## config.mk

```make
export PLATFORM = sky130hd
export DESIGN_NAME = fixed_to_fp16_enc
export DESIGN_NICKNAME = d
export VERILOG_FILES = /design/src/rtl/fp16_pkg.sv /design/src/rtl/fp16_rne_pack.sv /design/src/rtl/fixed_to_fp16_enc.sv
export SDC_FILE = /design/constraint.sdc
export NUM_CORES = 1
export LEC_CHECK = 0
export CAP_MARGIN = 20
export CORE_ASPECT_RATIO = 0.5
export CORE_MARGIN = 2
export CORE_UTILIZATION = 60
export CTS_CLUSTER_SIZE = 40
export DETAILED_ROUTE_END_ITERATION = 7
export DONT_BUFFER_PORTS = 1
export PLACE_DENSITY_LB_ADDON = 0.12
export SLEW_MARGIN = 20
export SYNTH_ARGS = -nofsm -noshare
export SYNTH_HDL_FRONTEND = slang
export SYNTH_HIERARCHICAL = 1
export SYNTH_SLANG_ARGS = --single-unit
```

## constraint.sdc

```tcl
create_clock -name clk_i -period 4.1 [get_ports clk_i]
set_input_delay 0 -clock clk_i [delete_from_list [all_inputs] [get_ports clk_i]]
set_output_delay 0 -clock clk_i [all_outputs]
set_load 0.01 [all_outputs]
```

## src/rtl/fp16_pkg.sv

```systemverilog
// FP16 (1-5-10) shared definitions for the fixed-point to FP16 encoder.
//   fp16_t      : packed FP16 word {sign, exp, man}
//   enc_state_e : encoder control states
package fp16_pkg;

  localparam int unsigned FP16_EXP_BITS = 5;
  localparam int unsigned FP16_MAN_BITS = 10;
  localparam int unsigned FP16_BIAS     = 15;
  localparam logic [15:0] FP16_POS_INF  = 16'h7C00;

  // Width of the signed running exponent; wide enough for any sane ACC_WIDTH/FRAC_BITS mix.
  localparam int unsigned EXP_CNT_W = 8;

  typedef struct packed {
    logic                     sign;
    logic [FP16_EXP_BITS-1:0] exp;
    logic [FP16_MAN_BITS-1:0] man;
  } fp16_t;

  typedef enum logic [1:0] {
    IDLE,
    NORM,
    ROUND,
    DONE
  } enc_state_e;

endpackage

```

## src/rtl/fp16_rne_pack.sv

```systemverilog
// Combinational FP16 packer: takes a sign, a magnitude that is either normalised (MSB set) or
// a subnormal (MSB clear, exponent at its floor of 1) and the biased exponent, and produces the
// round-to-nearest-even FP16 word, saturating to signed infinity on overflow.
//   sign_i    : result sign
//   mag_i     : magnitude, binary point just below the MSB
//   exp_cnt_i : biased exponent (>= 1)
//   result_o  : packed FP16 result
module fp16_rne_pack
  import fp16_pkg::*;
#(
  parameter int unsigned ACC_WIDTH = 32
) (
  input  logic                        sign_i,
  input  logic [ACC_WIDTH-1:0]        mag_i,
  input  logic signed [EXP_CNT_W-1:0] exp_cnt_i,
  output fp16_t                       result_o
);

  localparam int unsigned GuardIdx = ACC_WIDTH - 2 - FP16_MAN_BITS;
  localparam logic signed [EXP_CNT_W-1:0] ExpInf = EXP_CNT_W'(31);

  logic [FP16_MAN_BITS-1:0] man;
  logic                     guard;
  logic                     sticky;
  logic                     round_up;
  logic                     is_normal;
  logic                     overflow;
  logic [14:0]              field;
  logic [14:0]              packed_sum;

  always_comb begin
    is_normal = mag_i[ACC_WIDTH-1];
    man       = mag_i[ACC_WIDTH-2 -: FP16_MAN_BITS];
    guard     = mag_i[GuardIdx];
    sticky    = |mag_i[GuardIdx-1:0];
    round_up  = guard & (sticky | man[0]);
    // Subnormals encode with a zero exponent field; a round-up carry out of the mantissa
    // lands in the exponent, which is exactly the right next representable value.
    field      = {(is_normal ? exp_cnt_i[4:0] : 5'd0), man};
    packed_sum = field + 15'(round_up);
    overflow   = (exp_cnt_i >= ExpInf) || (packed_sum[14:10] == 5'h1F);

    result_o.sign = sign_i;
    if (overflow) begin
      {result_o.exp, result_o.man} = FP16_POS_INF[14:0];
    end else begin
      {result_o.exp, result_o.man} = packed_sum;
    end
  end

endmodule

```

## src/rtl/fixed_to_fp16_enc.sv

```systemverilog
// Iterative signed fixed-point to FP16 encoder (RNE, subnormals kept).
// Accepts one word when idle, normalises it one left shift per cycle, rounds and packs, then
// holds the result until the consumer takes it.
//   clk_i / rst_i           : clock, synchronous active-high reset
//   in_valid_i / in_ready_o : input handshake; ready only when idle
//   in_data_i               : two's complement word, value = in_data_i / 2**FRAC_BITS
//   out_valid_o/out_ready_i : output handshake; result held until taken
//   out_data_o              : FP16 result {sign, exp, man}
module fixed_to_fp16_enc
  import fp16_pkg::*;
#(
  parameter int unsigned ACC_WIDTH = 32,
  parameter int unsigned FRAC_BITS = 20,
  parameter int unsigned BIAS      = 15
) (
  input  logic                 clk_i,
  input  logic                 rst_i,
  input  logic                 in_valid_i,
  output logic                 in_ready_o,
  input  logic [ACC_WIDTH-1:0] in_data_i,
  output logic                 out_valid_o,
  input  logic                 out_ready_i,
  output logic [15:0]          out_data_o
);

  // Biased exponent of a value whose leading one sits in the input MSB.
  localparam int E0 = int'(ACC_WIDTH) - 1 - int'(FRAC_BITS) + int'(BIAS);
  localparam logic signed [EXP_CNT_W-1:0] ExpOne = EXP_CNT_W'(1);

  if (E0 < 1) begin : gen_bad_e0
    $error("fixed_to_fp16_enc: ACC_WIDTH-1-FRAC_BITS+BIAS must be >= 1");
  end
  if (E0 >= (1 << (EXP_CNT_W - 1))) begin : gen_bad_e0_width
    $error("fixed_to_fp16_enc: starting exponent does not fit the exponent counter");
  end
  if (ACC_WIDTH < 13) begin : gen_bad_width
    $error("fixed_to_fp16_enc: ACC_WIDTH must leave room for mantissa, guard and sticky");
  end

  enc_state_e                  state_q, state_d;
  logic                        sign_q, sign_d;
  logic [ACC_WIDTH-1:0]        mag_q, mag_d;
  logic signed [EXP_CNT_W-1:0] exp_cnt_q, exp_cnt_d;
  logic [15:0]                 out_data_q, out_data_d;
  fp16_t                       packed_res;

  fp16_rne_pack #(
    .ACC_WIDTH (ACC_WIDTH)
  ) u_pack (
    .sign_i    (sign_q),
    .mag_i     (mag_q),
    .exp_cnt_i (exp_cnt_q),
    .result_o  (packed_res)
  );

  always_comb begin
    state_d    = state_q;
    sign_d     = sign_q;
    mag_d      = mag_q;
    exp_cnt_d  = exp_cnt_q;
    out_data_d = out_data_q;

    case (state_q)
      IDLE: begin
        if (in_valid_i) begin
          sign_d    = in_data_i[ACC_WIDTH-1];
          // Most-negative input negates to 2**(ACC_WIDTH-1), still correct as unsigned.
          mag_d     = in_data_i[ACC_WIDTH-1] ? (~in_data_i + ACC_WIDTH'(1)) : in_data_i;
          exp_cnt_d = EXP_CNT_W'(E0);
          if (in_data_i == '0) begin
            out_data_d = 16'h0000;
            state_d    = DONE;
          end else begin
            state_d = NORM;
          end
        end
      end
      NORM: begin
        // Exponent floor of 1 stops the shift: whatever is left is a subnormal.
        if (mag_q[ACC_WIDTH-1] || (exp_cnt_q == ExpOne)) begin
          state_d = ROUND;
        end else begin
          mag_d     = mag_q << 1;
          exp_cnt_d = exp_cnt_q - ExpOne;
        end
      end
      ROUND: begin
        out_data_d = packed_res;
        state_d    = DONE;
      end
      DONE: begin
        if (out_ready_i) begin
          state_d = IDLE;
        end
      end
      default: state_d = IDLE;
    endcase
  end

  always_ff @(posedge clk_i) begin
    if (rst_i) begin
      state_q    <= IDLE;
      sign_q     <= 1'b0;
      mag_q      <= '0;
      exp_cnt_q  <= '0;
      out_data_q <= 16'h0000;
    end else begin
      state_q    <= state_d;
      sign_q     <= sign_d;
      mag_q      <= mag_d;
      exp_cnt_q  <= exp_cnt_d;
      out_data_q <= out_data_d;
    end
  end

  assign in_ready_o  = (state_q == IDLE);
  assign out_valid_o = (state_q == DONE);
  assign out_data_o  = out_data_q;

endmodule
```

After elaboration in Yosys (flattened, before gate mapping):

Cells that the tools add are included.

* input bits: 36
* register bits after elaboration: 59

* bitwise gates (word level): 3
* mux-type cells: 17
* equal/unequal tests: 10
* $add $sub $neg: 3
* reduce and logical (&&, ||, !) cells: 11
* $lt $le $gt $ge: 1

Operator list (count)
* $mux W32: 3
* $pmux W32 S2: 1
* $add A32 B1 Y32 const B: 1
* $logic_not A32 Y1: 1
* $mux W16: 2
* $not A32 Y32: 1
* $pmux W16 S2: 1
* $reduce_or A20 Y1: 1
* $mux W8: 2
* $pmux W8 S2: 1
* $add A15 B1 Y15: 1
* $mux W15: 1
* $reduce_and A3 Y1: 3
* $eq A8 B2 Y1 const B: 1
* $ge A8 B6 Y1 const B: 1
* $mux W2: 4
* $pmux W2 S4: 1
* $sub A8 B2 Y8 const B: 1
* $ne A2 B2 Y1 const B: 3
* $eq A5 B5 Y1 const B: 1
* $mux W5: 1
* $eq A2 B2 Y1 const B: 2
* $ne A2 B1 Y1 const B: 2
* $reduce_bool A2 Y1: 2
* other kinds (6): 7

Longest topological paths before layout:

* depth after elaboration: 8
* gate-level depth with buffers: 9

Cells and area by module:

Netlist, hierarchy kept.

By module, submodules not included
* fixed_to_fp16_enc: cells each 479, area each 3878.7 um2, times used 1
* fp16_rne_pack: cells each 79, area each 533.0 um2, times used 1

Worst setup path after synthesis:

OpenSTA, ideal clock, no wires.

* path type: flip-flop to flip-flop
* start point: register mag_q[21]
* end point: register out_data_q[0], in the netlist out_data_o[0]
* clock period less this slack: 2444 ps
* path slack: 1656 ps
* data required time: 3961 ps
* setup time: 139 ps
* arrival time: 2305 ps
* stages on the path, launching flop included: 10
* cells stage by stage: dfxtp_1 and2_1 ha_1 and4_4 nor4bb_1 mux2_4 o41ai_4 nor2_1 o211ai_1 a21oi_2

RTL lines
* start: declaration: RTL line fixed_to_fp16_enc.sv:42 `logic [ACC_WIDTH-1:0] mag_q, mag_d;`
* start signal: assignment: RTL line fixed_to_fp16_enc.sv:110 `mag_q <= mag_d;`
* end signal: assignment: RTL line fixed_to_fp16_enc.sv:112 `out_data_q <= out_data_d;`
* end: declaration: RTL line fixed_to_fp16_enc.sv:44 `logic [15:0] out_data_q, out_data_d;`

==> summary.md <==
| Metric | Value |
|---|---|
| Outcome | `finished, violations left` |
| Failing checks | `negative hold slack` |
| CP Data Arrival Time | `3.62 ns` |
| RSZ-0062 raised after global routing | `false` |
| Via count | `4256` |
| # IOs | `54` |
| Clock buffer depth | `2` |
| Final period util | `0.8312` |
| Power Density | `655.0 mW/mm2` |
| Final setup fails | `0` |
| # DRC | `0` |
| Place WS | `1.251 ns` |
| Share of the synthesized area in the top cell type | `0.2677` |
| Register area share after synthesis | `0.2677` |
| Final WS setup | `0.6919 ns` |
| R2r setup slk | `0.69 ns` |
| H-tree depth | `3` |
| Hold Crit Class | `input pin to register` |
| Vias per Instance | `6.498` |
| Synth area leaders | `dfxtp_1 (27%), a21oi_1 (5.0%), o211ai_1 (4.6%)` |
| CP startpoint | `mag_q[21]` |
| TritonCTS clock tree | `done` |
| Initial antenna violation count | `0` |
| Synthesized flop and latch total | `59` |
| Clk sinks | `59` |
| Number of global-route vias before repair | `3966` |
| Drt pass-1 iters | `7` |
| Total Power | `3.233 mW` |
| Largest net degree at the start of global routing | `72` |
| Worst-Skew Late Latency | `0.34 ns` |
| Lkg Pwr | `1.654 nW` |
| Initial Util | `0.6117` |
| Syn_nets | `602` |
| Port bufs | `0` |
| CP endpoint kind | `register` |
| Crit path to | `out_data_o[0]` |
| Critical Path Source Type | `register` |
| Total gr overflow | `0` |
| Core Box Area | `0.007212 mm2` |
| R2R cell count | `10` |
| WP data required | `4.31 ns` |
| Die Area | `0.008097 mm2` |
| Postcts setup bufs | `0` |
| Tightest Pin Transition | `1.030 ns` |
| Post-CTS resize count | `0` |
| Row cnt | `22` |
| Fmax | `293.4 MHz` |
| Count leader, synth | `dfxtp_1` |
| Minimum clock period | `3.408 ns` |
| Max Cap Viol | `0` |
| Synth async-reset ratio | `0` |
| Post-synth top area cell | `dfxtp_1` |
| Slew margin rel. | `0.3117` |
| Final hold vios | `1` |
| Final ANT Viol Nets | `0` |
| Synth Cell Area | `0.004412 mm2` |
| Slew Limit Fails | `0` |
| Final cell count without fillers | `655` |
| Syn avg cell area | `7.906 um2` |
| Worst Skew | `0.004981 ns` |
| NumNets Final | `598` |
| Clock Root Buffer | `clkbuf_16` |
| Hold_ws | `-0.002506 ns` |
| HPWL after DPL | `8.346 mm` |
| Post-Route WL | `12.28 mm` |
| Synth-to-Final Area Change | `11.88%` |
| Ys Warns | `6` |
| GRT Util Overall | `0.3103` |
| N_diodes | `0` |
| Worst R2R Start | `mag_q[21]` |
| Critical path class | `register to register` |
| Number of flops mapped to enable cells by yosys | `0` |
| Total CTS buffers | `9` |
| Die Ht | `64.64 um` |
| VDD IR max | `0.2882 mV` |
| Max FO, Critical Path | `10` |
| Synth cell types | `72` |
| Most used flip-flop cell after synthesis | `dfxtp_1` |
| Worst r2r dst | `out_data_o[0]` |
| Routed wire per std cell | `18.74 um` |
| First-pass GRT wire length | `20.07 mm` |
| Commonest cells post-synth | `dfxtp_1 (59), nand2_1 (52), a21oi_1 (44)` |
| Mapped Cells | `558` |
| Initial DRC count | `328` |
| DIE WIDTH | `125.3 um` |
| Inst Count DP | `616` |
| GP Congestion | `0.9366` |
| Layout cells sized above 1 | `0.1288` |
| Final setup TNS | `0 ns` |
| Worst-path clk slew | `0.05 ns` |
-- cell type report --
type,count,area (um2)
Clock inverter,4,72.57
Clock buffer,12,256.5
Fill cell,619,2276
Tap cell,96,120.1
Multi-Input combinational cell,445,2978
Sequential cell,59,1181
Inverter,12,45.04
Timing Repair Buffer,27,282.8
-- state kept, by name (all words and copies together) (netlist names) --
name / count
exp_cnt_q: 8
mag_q: 32
state_q: 2
sign_q: 1
out_data_o: 16
-- critical path, stage by stage, from the launching register on --
cell,delay [ns]
dfxtp_1,0.45
and2_1,0.17
ha_1,0.26
and4_4,0.27
nor4bb_1,0.30
mux2_4,0.37
o41ai_4,0.56
nor2_1,0.13
o211ai_1,0.13
a21oi_2,0.08
dlygate4sd3_1,0.57
-- cell families after synthesis --
group	synth area share
AOI/OAI and AO/OA	0.2544
xor gates and xnor gates	0.06551
adders and majority gates	0.02269
buffers and inverters	0.05870
DFF	0.2677
muxes	0.02212
and+or+nand+nor	0.3088
-- timing repair --
item | in CTS | in global routing
endpoints found under the setup margin | 0 | 0
endpoints found under the hold margin | 59 | 0
hold buffers | 22 | 0
-- stage by stage --
stage / util / cell area, um2 / hold slack (ns)
2_1_floorplan: - / 4412 / 0.1634
3_3_place_gp: 0.6037 / 4354 / 0.06952
3_5_place_dp: 0.6037 / 4354 / 0.07032
4_1_cts: 0.6823 / 4921 / 0.0007813
5_1_grt: 0.6844 / 4936 / 0.02953
6_report: 0.6844 / 4936 / -0.002506
-- routing by layer --
metal	global-route usage	up-vias	routed length [um]
met2	0.4932	181	5432
li1	-	2076	-
met4	0.09028	0	212
met3	0.07762	27	1016
met5	0	-	0
met1	0.4212	1972	5614
-- power breakdown --
part           internal (mW)  leakage, nW  total [mW]  switching [mW]
Combinational          0.535         1.01        1.38           0.847
Clock                  0.563        0.159       0.825           0.262
Sequential             0.757        0.482        1.03           0.268
Total                   1.86         1.65        3.23            1.38
-- placed cells by master (no fill, tap or decap), types with 8 or more instances in the layout --
cell type and n:
a21oi_1 43, a21oi_2 11, clkbuf_16 9, dfxtp_1 59
dlygate4sd3_1 21, inv_1 12, nand2_1 52, nand2b_1 14
nand3_1 14, nand3_2 10, nand3b_1 8, nor2_1 37
nor2b_1 11, nor3_1 19, nor4_1 17, o211ai_1 27
o21ai_0 16, o31ai_1 10, o41ai_1 9, xnor2_1 14
xor2_1 19
-- worst min-delay path by stage --
stage	startpoint	to	cells past startpoint	slack, ns
floorplan	in_valid_i	sign_q	2	0.16
global placement	rst_i	out_data_o[0]	1	0.07
detailed placement	rst_i	out_data_o[1]	1	0.07
CTS	in_data_i[20]	mag_q[20]	3	0.0008
global route	in_data_i[20]	mag_q[20]	3	0.03
finish	in_data_i[20]	mag_q[20]	3	-0.003
Note: power is estimated with default switching activity, not from simulation.
